### config.mk
export PLATFORM = sky130hd
export DESIGN_NAME = conv_window_sched
export DESIGN_NICKNAME = d
export VERILOG_FILES = /design/src/rtl/conv_window_sched.sv
export SDC_FILE = /design/constraint.sdc
export NUM_CORES = 1
export LEC_CHECK = 0
export CAP_MARGIN = 20
export CORE_UTILIZATION = 41
export DETAILED_ROUTE_END_ITERATION = 7
export PLACE_DENSITY = 0.74
export SLEW_MARGIN = 5
export SYNTH_ARGS = -nofsm -noshare
export SYNTH_HDL_FRONTEND = slang
export SYNTH_SLANG_ARGS = --single-unit
### constraint.sdc
create_clock -name clk -period 4.1 [get_ports clk]
set_input_delay 1.23 -clock clk [delete_from_list [all_inputs] [get_ports clk]]
set_output_delay 1.23 -clock clk [all_outputs]
set_load 0.1 [all_outputs]
### src/rtl/conv_window_sched.sv
// 3x3 convolution read scheduler: walks a window over the feature map, drives
// memory_part read addresses and bank select, and tags the returned data.
module conv_window_sched #(
  parameter int width    = 80,
  parameter int height   = 8,
  parameter int width_b  = 7,
  parameter int height_b = 3,
  parameter int max_step = 6
) (
  input  logic                    clk,
  input  logic                    rst_n,
  input  logic                    start,
  input  logic [width_b-1:0]      fm_w,
  input  logic [2:0]              n_step,
  input  logic                    hold,
  output logic [width_b*9-1:0]    readi_w,
  output logic [height_b*9-1:0]   readi_h,
  output logic [2:0]              step,
  output logic                    win_valid,
  output logic [width_b-1:0]      win_x,
  output logic [height_b-1:0]     win_y,
  output logic [2:0]              win_step,
  output logic                    last,
  output logic                    busy,
  output logic                    done,
  output logic                    err
);

  typedef enum logic [1:0] {IDLE, RUN, DRAIN} state_t;

  localparam logic [width_b-1:0]  fm_max = width_b'(width - 9 * max_step);
  localparam logic [height_b-1:0] y_last = height_b'(height - 3);

  state_t              state;
  logic [width_b-1:0]  fm_w_q;
  logic [2:0]          n_step_q;
  logic [width_b-1:0]  x, x_nx;
  logic [height_b-1:0] y, y_nx;
  logic [2:0]          s_nx;
  logic                x_wrap, y_wrap, final_win, fire, cfg_ok;

  function automatic logic [width_b*9-1:0] pack_w(input logic [width_b-1:0] bx);
    logic [width_b*9-1:0] r;
    r = '0;
    for (int k = 0; k < 9; k++) r[(8-k)*width_b +: width_b] = bx + width_b'(k % 3);
    return r;
  endfunction

  function automatic logic [height_b*9-1:0] pack_h(input logic [height_b-1:0] by);
    logic [height_b*9-1:0] r;
    r = '0;
    for (int k = 0; k < 9; k++) r[(8-k)*height_b +: height_b] = by + height_b'(k / 3);
    return r;
  endfunction

  assign cfg_ok    = (fm_w >= width_b'(3)) && (fm_w <= fm_max) &&
                     (n_step != 3'd0) && (n_step <= 3'(max_step));
  assign fire      = (state == RUN) && !hold;
  assign x_wrap    = (x == fm_w_q - width_b'(3));
  assign y_wrap    = (y == y_last);
  assign final_win = x_wrap && y_wrap && (step == n_step_q - 3'd1);

  // NOTE: every always_comb output gets a default first so no latch is inferred.
  always_comb begin
    x_nx = x + width_b'(1);
    y_nx = y;
    s_nx = step;
    if (x_wrap) begin
      x_nx = '0;
      y_nx = y_wrap ? '0 : y + height_b'(1);
      if (y_wrap) s_nx = step + 3'd1;
    end
  end

  // NOTE: sequential state uses non-blocking assignments so all registers
  // update from the same pre-edge values.
  always_ff @(posedge clk or negedge rst_n) begin
    if (!rst_n) begin
      state     <= IDLE;
      fm_w_q    <= '0;
      n_step_q  <= '0;
      x         <= '0;
      y         <= '0;
      step      <= '0;
      readi_w   <= '0;
      readi_h   <= '0;
      win_valid <= 1'b0;
      win_x     <= '0;
      win_y     <= '0;
      win_step  <= '0;
      last      <= 1'b0;
      busy      <= 1'b0;
      done      <= 1'b0;
      err       <= 1'b0;
    end else begin
      win_valid <= 1'b0;
      last      <= 1'b0;
      done      <= 1'b0;
      err       <= 1'b0;
      case (state)
        IDLE: begin
          if (start) begin
            if (cfg_ok) begin
              state    <= RUN;
              busy     <= 1'b1;
              fm_w_q   <= fm_w;
              n_step_q <= n_step;
              x        <= '0;
              y        <= '0;
              step     <= '0;
              readi_w  <= pack_w('0);
              readi_h  <= pack_h('0);
            end else begin
              err <= 1'b1;
            end
          end
        end
        RUN: begin
          if (fire) begin
            // Tag stage lines up with memory_part's registered read data.
            win_valid <= 1'b1;
            win_x     <= x;
            win_y     <= y;
            win_step  <= step;
            if (final_win) begin
              last  <= 1'b1;
              done  <= 1'b1;
              state <= DRAIN;
            end else begin
              x       <= x_nx;
              y       <= y_nx;
              step    <= s_nx;
              readi_w <= pack_w(x_nx);
              readi_h <= pack_h(y_nx);
            end
          end
        end
        DRAIN: begin
          state <= IDLE;
          busy  <= 1'b0;
        end
        default: state <= IDLE;
      endcase
    end
  end

endmodule

* After elaboration in Yosys (flattened, before gate mapping)
Cells that the tools add are included.
Word-level totals: register bits 132, bits in latches 0, memory bits (writable) 0, bits in read-only memories 0, input bits 14, output and inout port bits 111, logic and storage cells 100, memories 0
Cells by class: add/subtract/negate cells 9, $mul 0, divide/modulo/power cells 0, magnitude comparators 3, equality and inequality tests 12, shift-type cells 0, muxes and demuxes 44, bitwise gates (word level) 0, reductions and logical operators 17
Operators with widths (count):
- two-way mux 63 bit | 4
- one-hot mux 63 bit (2 select lines) | 1
- two-way mux 27 bit | 4
- one-hot mux 27 bit (2 select lines) | 1
- two-way mux 7 bit | 5
- two-way mux 3 bit | 10
- adder 7 x 1 -> 7 bit (second input constant) | 2
- != test 2 bit (second input constant) | 7
- one-hot mux 7 bit (2 select lines) | 1
- one-hot mux 3 bit (2 select lines) | 2
- two-way mux 1 bit | 10
- adder 3 x 1 -> 3 bit (second input constant) | 3
- two-way mux 2 bit | 4
- adder 7 x 2 -> 7 bit (second input constant) | 1
- equality test 7 bit | 1
- >= comparator 7 x 2 -> 1 bit (second input constant) | 1
- less-or-equal comparator 7 x 5 -> 1 bit (second input constant) | 1
- AND reduction 7 bit | 1
- subtractor 7 x 2 -> 7 bit (second input constant) | 1
- logical AND 1 bit | 6
- AND reduction 3 bit | 2
- AND reduction 5 bit | 1
- one-hot mux 2 bit (2 select lines) | 1
- AND reduction 4 bit | 1
- other kinds (13) | 14

* Logic depth before layout (Yosys ltp)
depth after elaboration 7, gate-level depth with buffers 12, mapped depth without buffers 11

* Worst setup path after synthesis
Ideal clock, no wire load.
path type reg-to-reg, from reg, netlist name readi_w[56], to reg readi_h[17], library setup time 128 ps, arrival time 2946 ps, required time 3972 ps, setup slack 1025 ps, cell stages (with the launch flop) 11, buffers on the path 2, period minus slack after synthesis 3075 ps, cell sequence dfrtp_1 > clkbuf_1 > xnor2_1 > nor2_1 > and4_1 > clkbuf_1 > nand3_1 > mux2_2 > ha_1 > and3b_1 > o31ai_1
RTL lines:
- end signal, assigned | RTL line 112 | readi_h <= pack_h('0);
- end signal, assigned | RTL line 134 | readi_h <= pack_h(y_nx);
- end, declared | RTL line 17 | output logic [height_b*9-1:0] readi_h,

==> out/qor.yml <==
power:
  pwr_density_cell_mw_per_mm2: 812
  vdd_drop_max_mv: 0.386
  power.leakage_uw: 0.00206
yosys:
  syn_inst: 350
  synth-edff-count: 0
  syn-cell-area_mm2: 0.00347
  synthMuxAreaShare_pct: 5.12
  async_flop_share_pct: 100
  synth_cell_types: 44
  synthAdderAreaFrac_pct: 2.52
  ys_warn_count: 0
  ys_seq_area_share_pct: 43.2
  ys_ff_latch: 60
  synth_top_cell_by_area: "dfrtp_1"
  ys_top_cells_by_area: "dfrtp_1, buf_4, mux2_2"
  synthFlopType: "dfrtp_1"
  synth_compound_area_share_pct: 10.5
  yosys.area_share.simple_pct: 14.6
  syn_avg_cell_area_um2: 9.92
  synthDominantCellAreaShare_pct: 43.2
  synthXorXnorAreaFrac_pct: 7.56
  synth_top_family_by_area: "buffers and inverters"
  synth_fp_nets: 371
drt:
  detail_route.wl_per_cell_um: 14.6
  via_per_inst: 5.04
  dr_total_vias: 2639
  route.detailed.drc: 0
  drtIter0Drc: 113
  drt_wl_total_um: 7660
  ant_nets: 0
  first_pass_iters: 4
grt:
  grt.busiest_layer: "met2"
  grt_max_degree: 45
  met1_usage_pct: 22.9
  met2_usage_pct: 32.1
  antenna_found_initial: 0
  grt_util_all_layers_pct: 18.6
  grt_pass1_wl_um: 12500
  grt_pass1_vias: 2532
  gr-usage-met3_pct: 2.83
  grt_remaining_overflow: 0
die:
  rows: 33
  die_w_um: 94.0
  initial_core_util_pct: 42.3
  num_io_pins: 125
  die_y_um: 94.0
  dieArea_mm2: 0.00884
  core_mm2: 0.00822
worst_setup_path:
  crit_arrival_ns: 1.99
  crit_buf_inv: 1
  crit_required_ns: 2.87
  critPathSlowestCell: "clkdlybuf4s50_1"
  max_stage_delay_ns: 1.18
  worstSetupStartpointType: "flip-flop"
  path_max_fanout: 7
  cpLargestDelayFamily: "buffers and inverters"
  crit_chain: "clkdlybuf4s50_1"
  critPathKind: "reg -> out"
  end_kind: "output pin"
clock_tree:
  post_cts_buffers: 0
  clockBufferDepth: 2
  cts-root-buf: "clkbuf_8"
  cts_made_buffers: 9
  htree_levels: 3
  cts_tree: "done"
  cts_resized: 0
  clock_latency_ns: 0.34
  cts_num_sinks: 60
  clkSlewWorstSetupHoldPaths_ns: 0.07
  cts_hold_buf: 0
outcome:
  status: "complete, no violations"
sta:
  setup_tns_ns: 0
  hold_viol_final: 0
  relSlewSlack_pct: 34.0
  tightest_slew_ns: 0.988
  max_freq_ghz: 0.311
  setup_violations: 0
  finalCriticalPeriod_ns: 3.22
  finClkSkew_ns: 0.00761
  slew_violations: 0
  fin_crit_sh_pct: 78.4
  rsz0062_at_grt: "no"
place:
  port_buffers: 124
  placed_area_mm2: 0.00427
  dp_hpwl_um: 5540
  dp.cells: 508
  place.gp.congestion: 0.832
finish:
  layout-drive-gt1-share_pct: 18.1
  synthToLayoutAreaGrowth_pct: 30.5
  fin_cells: 524
  diodes: 0
  final_area_mm2: 0.00453
  nets: 435
flow_run:
  max_cap_violations: 0
min_path:
  hold_class: "reg -> reg"
area by class of cell:
cell class              count  area, um^2
clock buffers              13         179
multi-input cells         207        1410
fillers                   747        3680
flip-flops and latches     60        1500
clock inverters             3        90.1
inverters                   7        26.3
well taps                 105         131
repair buffers            129        1200
state kept, by name, indices dropped and copies added, names as in the netlist:
name	cells
readi_h	8
n_step_q	3
fm_w_q	7
win_y	3
err	1
busy	1
readi_w	20
state	2
done	1
win_step	3
win_valid	1
win_x	7
step	3
per-layer routing:
metal | up-vias | routed length [um]
li1 | 1266 | -
met1 | 1285 | 3310
met2 | 77 | 3910
met3 | 11 | 316
met4 | 0 | 127
met5 | - | 0
kinds of logic (layout without fill, tap and decap cells):
| logic type | after synthesis | after routing |
|---|---|---|
| flip-flops | 60 | 60 |
| buffers and inverters | 83 | 152 |
| multiplexers | 16 | 16 |
| AND/OR/NAND/NOR | 104 | 104 |
| AO/OA/AOI/OAI | 50 | 50 |
| adder cells (fa/ha/maj) | 7 | 7 |
| XOR/XNOR | 30 | 30 |
cell usage in the layout (no fill, tap or decap), drive strengths merged, types with 12 or more instances in the layout:
cell           instances
clkdlybuf4s50         93
dfrtp                 60
nand2                 42
buf                   36
xor2                  18
nor2                  16
mux2                  14
o2bb2ai               14
nand3                 13
clkbuf                13
o21ai                 13
xnor2                 12
synthesized netlist by cell type, types with 8 or more instances:
cell,number
buf_4,63
dfrtp_1,60
nand2_1,42
xor2_1,18
nor2_1,15
mux2_2,14
o2bb2ai_1,14
nand3_1,13
xnor2_1,12
o21ai_0,11
clkbuf_1,8
worst paths after layout:
path                          endpoint  cells past startpoint   startpoint  slack (ns)
max                        readi_h[26]                      1  readi_h[23]        0.88
min                           win_y[2]                      2     win_y[2]        0.48
max reg2reg                readi_w[55]                     10    fm_w_q[2]        1.06
min reg2reg                   win_y[2]                      2     win_y[2]        0.48
max in group asynchronous  n_step_q[2]                      2        rst_n        2.26
min in group asynchronous  readi_w[48]                      1        rst_n        1.04
power breakdown:
part           total, uW  internal, uW  switching, uW  leakage, uW
logic               2190           440           1750      0.00116
clock network        703           470            232     0.000136
registers            787           673            114     0.000768
total               3680          1580           2100      0.00206
through the flow:
step                      hold WS (ns)  worst slack (ns)  utilization [%]  power [uW]
after floorplan                  0.465              1.03                -        2690
after global placement           0.463             0.734             51.9        2980
after detailed placement         0.473             0.696             51.9        3000
after CTS                        0.488             0.863             55.2        3700
after global routing             0.523             0.808             55.2        3790
final                            0.479             0.884             55.2        3680
Power figures use the tool's default switching activity.
